### config.mk
export PLATFORM = sky130hd
export DESIGN_NAME = mulu256
export DESIGN_NICKNAME = d
export VERILOG_FILES = /design/src/rtl/mulu256.sv
export SDC_FILE = /design/constraint.sdc
export NUM_CORES = 2
export LEC_CHECK = 0
export CORE_AREA = 4 4 399 401
export DETAILED_ROUTE_END_ITERATION = 8
export DIE_AREA = 0 0 403 405
export SETUP_SLACK_MARGIN = 0.2
export SLEW_MARGIN = 20
export SYNTH_ARGS = -nofsm -noshare
export SYNTH_HDL_FRONTEND = slang
export SYNTH_SLANG_ARGS = --single-unit
### constraint.sdc
create_clock -name clk -period 6.62 [get_ports clk]
set_input_delay 0.662 -clock clk [delete_from_list [all_inputs] [get_ports clk]]
set_output_delay 0.662 -clock clk [all_outputs]
set_load 0.01 [all_outputs]
### src/rtl/mulu256.sv
// Sequential unsigned NxN radix-2 shift-add multiplier producing a 2N-bit product.
// Latency N edges from accept (0-operand shortcut: DONE on the accept edge); start is ignored while busy.
module mulu256 #(
   parameter int N  = 256,
   parameter int CW = $clog2(N+1)
) (
   input  logic           clk,
   input  logic           rst,
   input  logic           start,
   input  logic [N-1:0]   mcand,
   input  logic [N-1:0]   mplr,
   output logic [2*N-1:0] prod,
   output logic           zero,
   output logic           busy,
   output logic           data_rdy,
   output logic [2:0]     state
);

   typedef enum logic [2:0] {
      IDLE = 3'd0,
      CALC = 3'd1,
      DONE = 3'd2
   } state_t;

   localparam logic [CW-1:0] LAST = CW'(N-1);

   state_t         state_q, state_d;
   logic [N-1:0]   mcand_q, mcand_d;
   logic [2*N-1:0] prod_d;
   logic           zero_d;
   logic [CW-1:0]  cnt_q, cnt_d;
   logic [N:0]     sum;

   assign state = state_q;

   always_comb begin
      state_d = state_q;
      mcand_d = mcand_q;
      prod_d  = prod;
      zero_d  = zero;
      cnt_d   = cnt_q;
      // Carry out of the upper half is kept and shifted back in.
      sum     = {1'b0, prod[2*N-1:N]} + (prod[0] ? {1'b0, mcand_q} : '0);
      case (state_q)
         IDLE, DONE: begin
            if (start) begin
               mcand_d = mcand;
               cnt_d   = '0;
               if (mcand == '0 || mplr == '0) begin
                  prod_d  = '0;
                  zero_d  = 1'b1;
                  state_d = DONE;
               end else begin
                  prod_d  = {{N{1'b0}}, mplr};
                  zero_d  = 1'b0;
                  state_d = CALC;
               end
            end
         end
         CALC: begin
            prod_d = {sum, prod[N-1:1]};
            cnt_d  = cnt_q + CW'(1);
            if (cnt_q == LAST) begin
               state_d = DONE;
            end
         end
         default: begin
            state_d = IDLE;
         end
      endcase
   end

   always_ff @(posedge clk or negedge rst) begin
      if (!rst) begin
         state_q  <= IDLE;
         mcand_q  <= '0;
         prod     <= '0;
         zero     <= 1'b0;
         cnt_q    <= '0;
         busy     <= 1'b0;
         data_rdy <= 1'b0;
      end else begin
         state_q  <= state_d;
         mcand_q  <= mcand_d;
         prod     <= prod_d;
         zero     <= zero_d;
         cnt_q    <= cnt_d;
         busy     <= (state_d == CALC);
         data_rdy <= (state_d == DONE);
      end
   end

endmodule

==> results.tsv <==
metric	value	unit
largest_voltage_drop_on_the_vdd_net	0.213	mV
placedCellCount	9134	
period_minus_slack	6210	ps
cp.required	7260	ps
yosysWarningCount	0	
antenna_found_initial	60	
synth_seq_cells	783	
floorplan.die_area	163000	um^2
tns	0	ps
clk_network_pwr_share	25.6	%
n_fill_cell	15778	
switching_power	8.89	mW
floorplan.rows	145	
clk_pin_slew_worst_paths	70	ps
synth-seq-area-share	38.3	%
status	complete, but fails checks	
max_cap_violations	0	
worst_ep_arrival_time	6850	ps
transition_at_the_pin_with_the_smallest_max_transition_slack	1130	ps
via_count	53958	
top_level_port_count	1033	
multi_input_comb_area	28900	um^2
slew_viol_final	0	
power_density	327	nW/um^2
timing.critical_path.from_type	flop	
layoutNonFillerInstCount	9335	
switching_share	40.7	%
hold_start	mcand_q[202]$_DFFE_PN0P_	
tritoncts_num_sinks	783	
min_path_type	reg -> reg	
pwr-share-seq	33.6	%
io_buffer_count	1032	
clkLatencyLatePin	730	ps
wire_length_of_the_first_global_routing_pass	378	mm
floorplan.initialDensity	32.9	%
placed_cell_area	63400	um^2
synth.top_cell.area_share	38.3	%
synth-edff-count	0	
critical_path.reg2reg.endpoint	prod[506]$_DFFE_PN0P_	
drive_above_1_share	4.15	%
ys_top_cells_by_area	sky130_fd_sc_hd__dfrtp_1, sky130_fd_sc_hd__nand2_1, sky130_fd_sc_hd__ha_1, sky130_fd_sc_hd__a222oi_1, sky130_fd_sc_hd__o21ai_0	
leading_cell_type_in_the_layout_fill_and_taps_excluded	sky130_fd_sc_hd__nand2_1	
ys_async_sr_fraction	100	%
post-route-drc-count	199	
failed_checks	design-rule violations	
min_delay_worst_endpoint	mcand_q[202]$_DFFE_PN0P_	
floorplan.die.width	403	um
ys.flop_type	sky130_fd_sc_hd__dfrtp_1	
syn_to_final_growth	30.5	%
achievable-frequency	161	MHz
mostFrequentLayoutCells	sky130_fd_sc_hd__nand2_1, sky130_fd_sc_hd__clkdlybuf4s50_1, sky130_fd_sc_hd__dfrtp_1	
worst_hold_slack	464	ps
clock_tree.buffer_depth	3	
finalHoldViolCount	0	
post_synth_instance_area	51200	um^2
relSlewSlack	24.4	%
root_buffer	sky130_fd_sc_hd__clkbuf_16	
rr_worst_depth	17	
finish.net_count	7949	
maximum_number_of_pins_on_one_net_before_global_route_repair	178	
synthesis.area_per_instance	8.06	um^2
post-layout-total-power	21.8	mW
crit_path_max_fanout	72	
syn_nets	7118	
yosys.cell_types.count	91	
whs_path_depth	2	
critical_path.endpoint_type	flop	
layout.core_utilization	42.9	%
first_iter_violations	6830	
grt_util_all_layers	31.3	%
via_per_instance_ratio	5.78	
die-height	405	um
layout.cell_area.non_filler	66800	um^2
setup-violations-final	0	
r2r_slack	410	ps
first_global_vias	52477	
cts_made_buffers	96	
synth_area_leader_cell	sky130_fd_sc_hd__dfrtp_1	
detail-route-antenna-nets	0	
placeableCoreArea	156000	um^2
setup_ws	413	ps
detailed_router_iteration_count_before_antenna_repair	9	
min_period_over_period	93.8	%
sequential_cell_area	19600	um^2
critical_path.reg2reg.startpoint	prod[0]$_DFFE_PN0P_	
p_comb_share	40.8	%
routabilityCongestion	1.02	
fin_worst_skew	34.0	ps
ctsHtreeMaxLevel	3	
totalWireLength	268	mm
preCtsSetupSlack	322	ps
rsz0062_at_grt	false	
worst-setup-path-type	reg -> reg	
grt-ovfl-total	0	
synth_cells	6344	
tritoncts	done	
detailed_place_hpwl	219	mm
power_report.internal_total	12.9	mW
leakagePower	29.3	nW
routedWlPerCell	28.7	um
## worst max-delay path, cell delays in order (launching register included)
cell and delay (ps):
sky130_fd_sc_hd__dfrtp_4 680, sky130_fd_sc_hd__buf_12 260, sky130_fd_sc_hd__and2_1 240, sky130_fd_sc_hd__ha_1 490, sky130_fd_sc_hd__nand2_1 90, sky130_fd_sc_hd__nor2_1 310, sky130_fd_sc_hd__nand2_1 210, sky130_fd_sc_hd__nor2_1 420
sky130_fd_sc_hd__nand4_1 360, sky130_fd_sc_hd__or4_1 710, sky130_fd_sc_hd__a31oi_1 730, sky130_fd_sc_hd__o41ai_1 150, sky130_fd_sc_hd__o21ba_2 350, sky130_fd_sc_hd__a31oi_2 180, sky130_fd_sc_hd__o22ai_1 340, sky130_fd_sc_hd__a21oi_1 150
sky130_fd_sc_hd__xor2_1 150, sky130_fd_sc_hd__o21ai_0 140
## cells in the mapped netlist (94+ instances only)
library cell,n
sky130_fd_sc_hd__a222oi_1,256
sky130_fd_sc_hd__dfrtp_1,783
sky130_fd_sc_hd__a21o_1,94
sky130_fd_sc_hd__nand2_1,1408
sky130_fd_sc_hd__xor2_1,107
sky130_fd_sc_hd__and2_1,268
sky130_fd_sc_hd__nor2_1,296
sky130_fd_sc_hd__nor4_1,162
sky130_fd_sc_hd__clkbuf_1,319
sky130_fd_sc_hd__ha_1,258
sky130_fd_sc_hd__o21bai_1,94
sky130_fd_sc_hd__nand4_1,187
sky130_fd_sc_hd__a21oi_1,496
sky130_fd_sc_hd__xnor2_1,141
sky130_fd_sc_hd__o21ai_0,504
sky130_fd_sc_hd__inv_1,348
## logic make-up (layout without fill, tap and decap cells)
logic type               count (synthesis)  after routing  share of synthesized area, %
AO/OA/AOI/OAI                         1769           1769                          22.8
XOR/XNOR                               248            248                          4.25
adder cells (fa/ha/maj)                259            259                          6.35
buffers and inverters                  725           1633                          5.42
flip-flops                             783            783                          38.3
multiplexers                             3              3                        0.0587
other                                    1             26                       0.00733
AND/OR/NAND/NOR                       2556           2556                          22.8
## metal layers
metal,GRT usage (%),part of all wire (%)
met1,37.4,38
met2,51.7,47
met3,7.76,8.3
met4,17.3,6.6
met5,0,0.14
## layout make-up
type	instances	area share, %
multi-input cells	4836	43.2
clock inverters	36	0.691
well taps	2058	3.86
repair buffers	1110	16.6
inverters	348	1.96
flip-flops and latches	783	29.3
diodes	25	0.0937
clock buffers	139	4.23
## power by group through the flow
stage,Sequential [mW],Clock [mW],Combinational (mW)
2_1_floorplan,7.18,0,4.20
3_3_place_gp,7.36,0,8.80
3_5_place_dp,7.36,0,8.84
4_1_cts,7.30,5.70,8.88
5_1_grt,7.44,5.86,9.54
6_report,7.33,5.59,8.92
## how the worst max path moves through the flow
stage / start / to / depth (start not counted) / slack [ps]
after global routing: prod[0]$_DFFE_PN0P_ / prod[506]$_DFFE_PN0P_ / 17 / 200
after global placement: prod[0]$_DFFE_PN0P_ / prod[508]$_DFFE_PN0P_ / 15 / 240
final: prod[0]$_DFFE_PN0P_ / prod[506]$_DFFE_PN0P_ / 17 / 410
after CTS: prod[0]$_DFFE_PN0P_ / prod[508]$_DFFE_PN0P_ / 15 / 310
after floorplan: prod[0]$_DFFE_PN0P_ / prod[475]$_DFFE_PN0P_ / 18 / 2390
after detailed placement: prod[0]$_DFFE_PN0P_ / prod[508]$_DFFE_PN0P_ / 15 / 320
## sequential cells by signal (all words and copies together), names as in the netlist
| name | count |
|---|---|
| prod | 512 |
| data_rdy | 1 |
| cnt_q | 9 |
| busy | 1 |
| zero | 1 |
| mcand_q | 256 |
| state | 3 |
## timing repair
item | CTS | global route
buffers inserted | 0 | 0
endpoints found under the setup margin | 0 | 19
hold buffers | 1 | 0
endpoints found under the hold margin | 11 | 0
resized for setup | 0 | 4
No activity file was read; power rests on OpenSTA's default activity.
